[config.mk]
export PLATFORM = sky130hd
export DESIGN_NAME = sync_fifo
export DESIGN_NICKNAME = d
export VERILOG_FILES = /design/src/rtl/sync_fifo.sv
export SDC_FILE = /design/constraint.sdc
export NUM_CORES = 1
export LEC_CHECK = 0
export ABC_AREA = 1
export CORE_MARGIN = 3
export CORE_UTILIZATION = 45
export CTS_BUF_LIST = sky130_fd_sc_hd__clkbuf_8 sky130_fd_sc_hd__clkbuf_16
export CTS_CLUSTER_SIZE = 24
export DETAILED_ROUTE_END_ITERATION = 8
export PLACE_DENSITY = 0.64
export SYNTH_ARGS = -nofsm -noshare
export SYNTH_HDL_FRONTEND = slang
export SYNTH_SLANG_ARGS = --single-unit
[constraint.sdc]
create_clock -name clk -period 7.15 [get_ports clk]
set_clock_uncertainty 0.15 [all_clocks]
set_input_delay 1.43 -clock clk [delete_from_list [all_inputs] [get_ports clk]]
set_output_delay 1.43 -clock clk [all_outputs]
set_load 0.005 [all_outputs]
[src/rtl/sync_fifo.sv]
// -----------------------------------------------------------------------------
// sync_fifo
//   Parametrised single-clock FIFO. It buffers scan words between the scan
//   controller and the host-side bus bridge. Any DEPTH >= 2 is supported,
//   including depths that are not a power of two. The FIFO tracks exact
//   occupancy and provides threshold flags, sticky error flags and a
//   synchronous flush.
//
//   Optional feature (compile-time macro):
//     SYNC_FIFO_FWFT_EN  first-word fall-through. data_out always shows the
//                        head entry while the FIFO is not empty, and read
//                        pops it. When the macro is not defined, data_out is
//                        registered and loads the head entry on an accepted
//                        read (1-cycle read latency).
//
//   Parameters:
//     WIDTH     data word width in bits (>= 1)
//     DEPTH     number of storage entries (>= 2)
//     AF_LEVEL  almost_full  asserts when count >= AF_LEVEL
//     AE_LEVEL  almost_empty asserts when count <= AE_LEVEL
//
//   Ports:
//     clk               rising-edge clock
//     rst_n             asynchronous active-low reset
//     clear             synchronous flush; overrides read and write
//     data_in           write data
//     write / read      push / pop requests
//     data_out          read data (registered, or head entry when FWFT)
//     count             occupancy, 0..DEPTH
//     fifo_full / fifo_not_full, fifo_empty / fifo_not_empty
//     almost_full / almost_empty
//     overflow / underflow   sticky error flags, cleared by reset or clear
// -----------------------------------------------------------------------------
module sync_fifo #(
  parameter  int WIDTH    = 32,
  parameter  int DEPTH    = 4,
  parameter  int AF_LEVEL = DEPTH - 1,
  parameter  int AE_LEVEL = 1,
  localparam int CW       = $clog2(DEPTH + 1)
) (
  input  logic             clk,
  input  logic             rst_n,
  input  logic             clear,
  input  logic [WIDTH-1:0] data_in,
  input  logic             write,
  input  logic             read,
  output logic [WIDTH-1:0] data_out,
  output logic [CW-1:0]    count,
  output logic             fifo_full,
  output logic             fifo_not_full,
  output logic             fifo_empty,
  output logic             fifo_not_empty,
  output logic             almost_full,
  output logic             almost_empty,
  output logic             overflow,
  output logic             underflow
);

  localparam int             PW       = (DEPTH > 1) ? $clog2(DEPTH) : 1;
  localparam logic [PW-1:0]  LAST_IDX = PW'(DEPTH - 1);
  localparam logic [CW-1:0]  FULL_CNT = CW'(DEPTH);

  logic [WIDTH-1:0] mem_q [DEPTH];

  logic [PW-1:0]    wr_ptr_q, wr_ptr_d;
  logic [PW-1:0]    rd_ptr_q, rd_ptr_d;
  logic [CW-1:0]    count_q,  count_d;
  logic             ovf_q,    ovf_d;
  logic             unf_q,    unf_d;
  logic [WIDTH-1:0] dout_q,   dout_d;
  logic             wr_ok,    rd_ok;

  // The pointer wraps by comparison so that non-power-of-two depths never
  // index past the last entry.
  function automatic logic [PW-1:0] ptr_inc(input logic [PW-1:0] p);
    return (p == LAST_IDX) ? '0 : p + PW'(1);
  endfunction

  // Flags are pure decodes of the occupancy register.
  assign fifo_full      = (count_q == FULL_CNT);
  assign fifo_not_full  = ~fifo_full;
  assign fifo_empty     = (count_q == '0);
  assign fifo_not_empty = ~fifo_empty;
  assign almost_full    = (int'(count_q) >= AF_LEVEL);
  assign almost_empty   = (int'(count_q) <= AE_LEVEL);
  assign count          = count_q;
  assign overflow       = ovf_q;
  assign underflow      = unf_q;
  assign data_out       = dout_q;

  // A full FIFO still accepts a write when a read frees an entry in the same
  // cycle. An empty FIFO never accepts a read, even alongside a write.
  assign wr_ok = write & (~fifo_full | read);
  assign rd_ok = read  & fifo_not_empty;

  always_comb begin
    // NOTE: every signal gets a default first so no path can infer a latch.
    wr_ptr_d = wr_ptr_q;
    rd_ptr_d = rd_ptr_q;
    count_d  = count_q;
    ovf_d    = ovf_q;
    unf_d    = unf_q;
    if (clear) begin
      wr_ptr_d = '0;
      rd_ptr_d = '0;
      count_d  = '0;
      ovf_d    = 1'b0;
      unf_d    = 1'b0;
    end else begin
      if (wr_ok) wr_ptr_d = ptr_inc(wr_ptr_q);
      if (rd_ok) rd_ptr_d = ptr_inc(rd_ptr_q);
      unique case ({wr_ok, rd_ok})
        2'b10:   count_d = count_q + CW'(1);
        2'b01:   count_d = count_q - CW'(1);
        default: count_d = count_q;
      endcase
      if (write & fifo_full & ~read) ovf_d = 1'b1;
      if (read & fifo_empty)         unf_d = 1'b1;
    end
  end

`ifdef SYNC_FIFO_FWFT_EN
  // Prefetch the head that will be current after this edge. If that slot is
  // the one being written right now, memory does not hold it yet, so take it
  // from data_in. With nothing left to show, keep the last head value.
  always_comb begin
    dout_d = dout_q;
    if (count_d != '0) begin
      dout_d = (wr_ok && (rd_ptr_d == wr_ptr_q)) ? data_in : mem_q[rd_ptr_d];
    end
  end
`else
  always_comb begin
    dout_d = dout_q;
    if (rd_ok && !clear) dout_d = mem_q[rd_ptr_q];
  end
`endif

  // NOTE: sequential state uses non-blocking assignments so all registers
  // sample their pre-edge values together.
  always_ff @(posedge clk or negedge rst_n) begin
    if (!rst_n) begin
      wr_ptr_q <= '0;
      rd_ptr_q <= '0;
      count_q  <= '0;
      ovf_q    <= 1'b0;
      unf_q    <= 1'b0;
      dout_q   <= '0;
    end else begin
      wr_ptr_q <= wr_ptr_d;
      rd_ptr_q <= rd_ptr_d;
      count_q  <= count_d;
      ovf_q    <= ovf_d;
      unf_q    <= unf_d;
      dout_q   <= dout_d;
    end
  end

  // NOTE: storage has no reset. The pointers and count alone decide which
  // entries are valid, and leaving the reset off lets the array map to RAM.
  always_ff @(posedge clk) begin
    if (wr_ok && !clear) mem_q[wr_ptr_q] <= data_in;
  end

endmodule

==> metrics.txt, run 1 <==
Yosys top cell by area=edfxtp_1; Design Area, Final=8109 um^2; Synth area leaders=edfxtp_1 (58%), dfrtp_1 (15%), nand2_1 (6.2%); most frequent cells in the layout=edfxtp_1 (128), nand2_1 (109), clkdlybuf4s50_1 (78), nor2_1 (71), o21ai_0 (52); Core Area=14150 um^2; Post-CTS Resized=0; GRT overflow=0; Post-Layout Cell Count=797; placed cell count=765; Core Rows=43; Final setup viols=0; sequential area share after synthesis=0.7348; dpl hpwl=7441 um; CTS Root Cell=clkbuf_16; Cell Pwr Density=361.4 nW/um^2; RSZ-0062 raised after global routing=false; number of max-cap violations=0; CP Capture Type=flip-flop; gate count of the mapped netlist=531; YS warnings=0; critical path's slowest cell=nor2_4; Cell variety after synth=23; Pleak=3.090 nW; CP Cell Sequence=clkdlybuf4s50_1 -> inv_1 -> nand3_1 -> nand3_1 -> nor2_4; worst-margin pin slew=1161 ps; Avg WL per Cell=16.57 um; hold_buf cts=0; H-tree depth=4; first-pass GRT wire length=21310 um; Mapped Avg Cell Area=12.48 um^2; DRT Wirelength=13200 um; Post-Syn Area=6628 um^2; Rel. slew slack=0.2263; outcome=finished clean; # Post-CTS Setup Buffers=0; DIE AREA=16220 um^2; antenna violations before repair=0; IO buf count=79; register area=4871 um^2; Synth top area share=0.5800; area of the multi-input gates=1529 um^2; Placed Area=7502 um^2; worst path required time=7020 ps; routability cong.=0.8547; Num CTS Buffers=17; slowest cell delay on critical path=950 ps; critical path class=input pin to flip-flop; total clock sinks=169; First DRT Iteration DRCs=345; syn nets=578; DRC violations left=0; final worst slack=3391 ps; final-layout fill cell count=1164; final slew viol count=0; period utilization=0.5258; final hold vios=0; Fin Setup TNS=0 ps; Worst-path clk slew=60 ps; commonest non-fill, non-tap cell in the layout=edfxtp_1; die width=127.4 um; HP Class=flip-flop to flip-flop; Synth-to-Final Area Change=22.35%; post-layout util=0.5731; # nets final=651; Starting Density=0.4684; Die Ht=127.4 um; largest net degree at the start of global routing=68; Ant. Diodes=0; vias in the first global route=4147; Crit path top cell by count=nand3_1; Routed Antenna Nets=0; total track usage=0.1721; pre-CTS setup slack=2920 ps; worst skew pair latency=420 ps; Crit Path Max Fanout=32; maximum vdd drop=0.2098 mV; drt pass-1 iters=4; Via Count=4115; share of cells above drive strength 1=0.06645; Peak Freq=0.2660 GHz; CTS tree=built; Clock Tree Buf Depth=2; Seq cells post-synth=169; critical path launch point type=input pin; fin crit period=3759 ps; worst path arrival time=3630 ps; I/O pin cnt=80; Via density=5.163
## synthesized netlist by cell type
| cell | number |
|---|---|
| clkinv_2 | 1 |
| inv_2 | 2 |
| nand3_1 | 8 |
| o21ai_1 | 17 |
| buf_2 | 8 |
| inv_1 | 17 |
| o21ai_0 | 52 |
| o22ai_1 | 32 |
| clkbuf_1 | 9 |
| nor2_1 | 75 |
| ha_1 | 10 |
| dfrtp_1 | 41 |
| nand3_2 | 2 |
| a21oi_1 | 2 |
| edfxtp_1 | 128 |
| buf_4 | 1 |
| o21a_1 | 1 |
| nand2_4 | 1 |
| nand2_1 | 109 |
| nand3_4 | 1 |
| buf_6 | 9 |
| a31oi_1 | 1 |
| nand4_1 | 4 |
## routing by layer
metal / wire length (um) / share of wire / global-route usage / vias up
met1: 5856 / 0.44 / 0.2345 / 1988
li1: - / - / - / 2008
met3: 671 / 0.051 / 0.04473 / 8
met2: 6535 / 0.49 / 0.2682 / 111
met4: 141 / 0.011 / 0.06435 / 0
met5: 0 / 0 / 0 / -
## path summary, 6_finish.rpt
check | to | cells after the start | from | slack, ps
max | mem_q[0][28] | 5 | read | 3390
min | data_out[6] | 2 | data_out[6] | 330
max reg2reg | mem_q[0][28] | 5 | count[0] | 4270
min reg2reg | data_out[6] | 2 | data_out[6] | 330
max in group asynchronous | rd_ptr_q[0] | 2 | rst_n | 5470
min in group asynchronous | data_out[13] | 2 | rst_n | 950
## worst max-delay path, delay by kind of cell
kind	cells	cell delay (ps)
buf+inv	2	720
simple gates	3	1460
## cell families after synthesis
group                      synth area share
buffers and inverters               0.03908
adders and majority gates           0.01888
DFF                                  0.7348
AOI/OAI and AO/OA                   0.08590
and+or+nand+nor                      0.1214
## report_power, final
group	switching (W)	internal (W)	total, W
clock	0.000345	0.000585	0.000930
combinational	0.000360	0.000349	0.000709
sequential	0.000104	0.00119	0.00129
## state kept, by name, indices dropped and copies added, names as in the netlist
name	cells
mem_q	128
wr_ptr_q	2
overflow	1
data_out	32
rd_ptr_q	2
count	3
underflow	1
## metrics by stage
step                hold slack (ps)  total power (W)
CTS                           331.2         0.002961
detailed placement            314.4         0.002029
global route                  348.9         0.003097
floorplan                     322.4         0.001686
global placement              313.7         0.002016
finish                        325.8         0.002931
## cell type report
| type | instances | share of cell area |
|---|---|---|
| inverters | 20 | 0.009412 |
| well taps | 180 | 0.02777 |
| flip-flops and latches | 169 | 0.6007 |
| clock inverters | 14 | 0.02068 |
| repair buffers | 81 | 0.09875 |
| clock buffers | 18 | 0.05416 |
| multi-input cells | 315 | 0.1886 |
Power figures use the tool's default switching activity.
==> run 2, diff against run 1 <==
==> constraint.sdc (replaced) <==
create_clock -name clk -period 3.7 [get_ports clk]
set_clock_uncertainty 0.15 [all_clocks]
set_input_delay 0.74 -clock clk [delete_from_list [all_inputs] [get_ports clk]]
set_output_delay 0.74 -clock clk [all_outputs]
set_load 0.005 [all_outputs]
==> metrics.txt, run 2 (same netlist as run 1, synthesis figures left out) <==
outcome=finished clean; Synth-to-Final Area Change=23.03%; hold wc startpoint=data_out[27]; number of flip-flops in the largest register=128 (unchanged); r2r startpoint=count[0]; Core Area=14150 um^2 (unchanged); CP Capture Type=primary output; Worst-path clk slew=60 ps (about the same); worst skew pair latency=420 ps (about the same); routability cong.=0.8128 (-4.9%); # Post-CTS Setup Buffers=0 (unchanged); Final setup viols=0 (unchanged); GRT overflow=0 (unchanged); Fin Setup TNS=0 ps (unchanged); dpl hpwl=8059 um (+8.3%); Num CTS Buffers=17 (unchanged); HP Class=flip-flop to flip-flop; critical path class=flip-flop to primary output; Clock Power Share=0.311 (-0.006); commonest non-fill, non-tap cell in the layout=edfxtp_1; number of max-cap violations=0 (unchanged); final slew viol count=0 (unchanged); met2 usage=0.3112 (+0.04305); Reg2Reg Setup Slack=1190 ps (-3080 ps); Flop pwr share=0.432 (-0.009); Via density=5.273 (+2.1%); worst path arrival time=1950 ps (-1680 ps); Ant. Diodes=0 (unchanged); Peak Freq=0.3525 GHz; DIE AREA=16220 um^2 (unchanged); Die Ht=127.4 um (unchanged); crit path launch=count[0]; hold path cells=2 (unchanged); Via Count=4245 (+3.2%); Core Rows=43 (unchanged); total track usage=0.1830 (+0.01086); first-pass GRT wire length=22480 um (+5.5%); largest net degree at the start of global routing=67 (-1.5%); Starting Density=0.4684 (unchanged); RSZ-0062 raised after global routing=false; period utilization=0.7668; drt pass-1 iters=4 (unchanged); IO buf count=79 (unchanged); hold_buf cts=0 (unchanged); Post-CTS Resized=0 (unchanged); final hold vios=0 (unchanged); fin crit period=2837 ps; Crit Path Max Fanout=5 (-84%); H-tree depth=4 (unchanged); Gate power share=0.257 (+0.015); # nets final=659 (+1.2%); DRT Wirelength=13990 um (+6.0%); R2R Path End=rd_ptr_q[0]; CTS tree=built; critical path launch point type=flip-flop; Clock Tree Buf Depth=2 (unchanged); maximum vdd drop=0.3528 mV (+68%); M3 GR Usage=0.05142 (+0.006689); share of cells above drive strength 1=0.07360 (+0.007149); CTS Root Cell=clkbuf_16; Rel. slew slack=0.2459 (+0.01960); Avg WL per Cell=17.38 um (+4.9%); most frequent cells in the layout=edfxtp_1 (128), nand2_1 (109), clkdlybuf4s50_1 (78), nor2_1 (71), o21ai_0 (52); Pleak=3.119 nW (+0.95%); cells on worst reg2reg path=7 (+2); Largest Register=mem_q; switching pwr=0.001586 W (+96%); die width=127.4 um (unchanged); antenna violations before repair=0 (unchanged); Top Usage Layer GRT=met2; total clock sinks=169 (unchanged); vias in the first global route=4364 (+5.2%); Hold Path End=data_out[27]; GR Util met1=0.2237 (-0.01084); final-layout fill cell count=1156 (-0.69%); total power=0.005669 W (+93%); I/O pin cnt=80 (unchanged); DRC violations left=0 (unchanged); First DRT Iteration DRCs=256 (-26%); switching portion of total power=0.2797 (+0.003762); Cell Pwr Density=695.2 nW/um^2 (+92%); worst path required time=2810 ps (-4210 ps); worst-margin pin slew=1130 ps (-30.64 ps); Routed Antenna Nets=0 (unchanged); Pint=0.004083 W (+92%)
==> run 2: worst max-delay path by stage <==
stage                       end  slack (ps)
floorplan           mem_q[0][0]         560
global placement    mem_q[2][7]         660
detailed placement  rd_ptr_q[0]         590
CTS                   fifo_full         820
global route          fifo_full         710
finish                fifo_full         860
==> run 2: metrics by stage <==
step,utilization,instance area [um^2],hold slack (ps),std cells,worst slack (ps)
after floorplan,-,6628,294.4,531,562.9
after global placement,0.5344,7562,317.3,773,663.3
after detailed placement,0.5344,7562,314.5,773,585.6
after CTS,0.5763,8154,338.6,805,823.6
after global routing,0.5763,8154,356.1,805,714.6
final,0.5763,8154,330.1,805,862.8
==> run 2: final cells by class <==
| class | instances | area, um^2 | share of cell area |
|---|---|---|---|
| Sequential cell | 169 | 4871 | 0.5974 |
| Tap cell | 180 | 225.2 | 0.02762 |
| Clock buffer | 17 | 425.4 | 0.05217 |
| Inverter | 20 | 76.32 | 0.009360 |
| Multi-Input combinational cell | 315 | 1529 | 0.1875 |
| Timing Repair Buffer | 89 | 860.8 | 0.1056 |
| Clock inverter | 15 | 166.4 | 0.02041 |
==> run 2: worst max-delay path, cell delays in order, from the launching register on <==
cell and delay [ps]:
dfrtp_1 430, inv_1 160, ha_1 260, nand2_1 90, inv_1 80, clkdlybuf4s50_1 500
==> run 2: power groups by stage <==
stage | clock network (W) | registers [W] | logic, W
3_5_place_dp | 0 | 0.00249 | 0.00147
2_1_floorplan | 0 | 0.00247 | 0.000790
4_1_cts | 0.00179 | 0.00245 | 0.00148
6_report | 0.00176 | 0.00245 | 0.00146
3_3_place_gp | 0 | 0.00248 | 0.00144
5_1_grt | 0.00187 | 0.00248 | 0.00165
==> run 2: layer usage <==
layer  part of all wire  wire length [um]
met3              0.065               910
met4             0.0091               127
met2               0.51              7094
met5                  0                 0
met1               0.42              5862
==> run 3, diff against run 2 <==
==> constraint.sdc (replaced) <==
create_clock -name clk -period 2.9 [get_ports clk]
set_clock_uncertainty 0.15 [all_clocks]
set_input_delay 0.58 -clock clk [delete_from_list [all_inputs] [get_ports clk]]
set_output_delay 0.58 -clock clk [all_outputs]
set_load 0.005 [all_outputs]
==> metrics.txt, run 3 (same netlist as run 1, synthesis figures left out) <==
outcome=finished clean; total power=0.007500 W (+32%); worst path required time=2170 ps (-640 ps); worst path arrival time=1960 ps (about the same); DRC violations left=0 (unchanged); Final setup viols=0 (unchanged); Largest Register=mem_q; hold path cells=2 (unchanged); Cell Pwr Density=898.4 nW/um^2 (+29%); Synth-to-Final Area Change=25.96%; Num CTS Buffers=17 (unchanged); Hold WS=329.5 ps (-0.6610 ps); Peak Freq=0.3715 GHz; Clock Tree Buf Depth=2 (unchanged); # nets final=667 (+1.2%); Die Ht=127.4 um (unchanged); Rel. slew slack=0.5494 (+0.3035); area of the multi-input gates=1529 um^2 (unchanged); number of flip-flops in the largest register=128 (unchanged); Via density=5.282 (+0.16%); antenna violations before repair=0 (unchanged); CP Capture Type=primary output; fin crit period=2692 ps; placed cell count=780 (+0.91%); Crit Path Max Fanout=5 (unchanged); Pleak=3.186 nW (+2.1%); vias in the first global route=4303 (-1.4%); period utilization=0.9281; DRT Wirelength=13760 um (-1.7%); final slew viol count=0 (unchanged); H-tree depth=4 (unchanged); Worst-path clk slew=70 ps (about the same); critical path launch point type=flip-flop; slowest cell delay on critical path=490 ps (about the same); cells on worst reg2reg path=7 (unchanged); CTS Root Cell=clkbuf_16; Fin Setup TNS=0 ps (unchanged); RSZ-0062 raised after global routing=false; Routed Antenna Nets=0 (unchanged); Post-Layout Cell Count=813 (+0.99%); most frequent cells in the layout=edfxtp_1 (128), nand2_1 (109), clkdlybuf4s50_1 (78), nor2_1 (71), o21ai_0 (52); IO buf count=79 (unchanged); Core Rows=43 (unchanged); Starting Density=0.4684 (unchanged); Via Count=4294 (+1.2%); Post-CTS Resized=0 (unchanged); die width=127.4 um (unchanged); Bufs and invs on worst path=3 (unchanged); first-pass GRT wire length=22430 um (-0.22%); total track usage=0.1808 (-0.002163); hold_buf cts=1 (+1); worst skew pair latency=430 ps (about the same); delay-heaviest family, CP=buffers and inverters; worst-margin pin slew=675.9 ps (-454.1 ps); # Post-CTS Setup Buffers=0 (unchanged); Core Area=14150 um^2 (unchanged); drt pass-1 iters=4 (unchanged); share of cells above drive strength 1=0.09795 (+0.02435); DIE AREA=16220 um^2 (unchanged); commonest non-fill, non-tap cell in the layout=edfxtp_1; First DRT Iteration DRCs=322 (+26%); maximum vdd drop=0.4440 mV (+26%); CTS tree=built; HP Class=flip-flop to flip-flop; Avg WL per Cell=16.92 um (-2.7%); largest net degree at the start of global routing=67 (unchanged); final hold vios=0 (unchanged); total clock sinks=169 (unchanged); number of max-cap violations=0 (unchanged); Crit path top cell by count=inv_1; dpl hpwl=8252 um (+2.4%); CP Cell Sequence=inv_1 -> ha_1 -> nand2_1 -> inv_1 -> clkdlybuf4s50_1; GRT overflow=0 (unchanged); post-layout util=0.5900 (+0.01371); cell count along the critical path=5 (unchanged); Ant. Diodes=0 (unchanged); final-layout fill cell count=1138 (-1.6%); routability cong.=0.7733 (-4.9%); I/O pin cnt=80 (unchanged); critical path's slowest cell=clkdlybuf4s50_1; critical path class=flip-flop to primary output; register area=4871 um^2 (unchanged)
## run 3: changes by cell type in the layout (fill, tap and decap cells not counted)
| cell | change |
|---|---|
| buf_12 | +4 |
| clkinv_1 | -6 |
| clkinvlp_4 | +4 |
| clkbuf_8 | +1 |
| clkinv_2 | -1 |
| inv_1 | -3 |
| clkinv_4 | +1 |
| clkbuf_16 | +2 |
| inv_6 | +2 |
| dlygate4sd3_1 | +1 |
| buf_4 | +3 |
## run 3: metal layers
layer | track usage | share of wire | up-vias
met5 | 0 | 0 | -
met4 | 0.07066 | 0.015 | 0
met3 | 0.04682 | 0.052 | 18
met2 | 0.2731 | 0.47 | 117
met1 | 0.2531 | 0.46 | 2118
li1 | - | - | 2041
## run 3: layout make-up
| class | instances | share of cell area |
|---|---|---|
| sequential | 169 | 0.5835 |
| tap | 180 | 0.02698 |
| inverter | 20 | 0.009143 |
| clock inverter | 12 | 0.02203 |
| clock buffer | 20 | 0.05860 |
| timing repair buffer | 97 | 0.1166 |
| multi-input combinational | 315 | 0.1832 |
## run 3: worst paths after layout
kind,start,slack [ps],to
worst min register to register,data_out[8],330,data_out[8]
worst max-delay path,count[0],210,fifo_full
max in group asynchronous,rst_n,1340,data_out[24]
min in group asynchronous,rst_n,520,count[0]
worst min-delay path,data_out[8],330,data_out[8]
worst max register to register,count[0],680,mem_q[0][16]
## run 3: metrics by stage
step	instance area (um^2)	worst slack, ps
after floorplan	6628	-111.6
after global placement	7665	447.7
after detailed placement	7665	399.8
after CTS	8348	175.4
after global routing	8348	74.94
final	8348	208.5
## run 3: report_power, final
group	internal, W	leakage [nW]	switching, W	total [W]
registers	0.00293	1.68	0.000165	0.00309
logic	0.000910	1.20	0.000995	0.00191
clock network	0.00157	0.312	0.000927	0.00250
## run 3: worst reg2reg max path, delay by kind of cell (launching register included)
family	cells	cell delay (ps)
adder cells (fa/ha/maj)	1	270
buffers and inverters	3	660
flip-flops	1	430
AND/OR/NAND/NOR	3	350
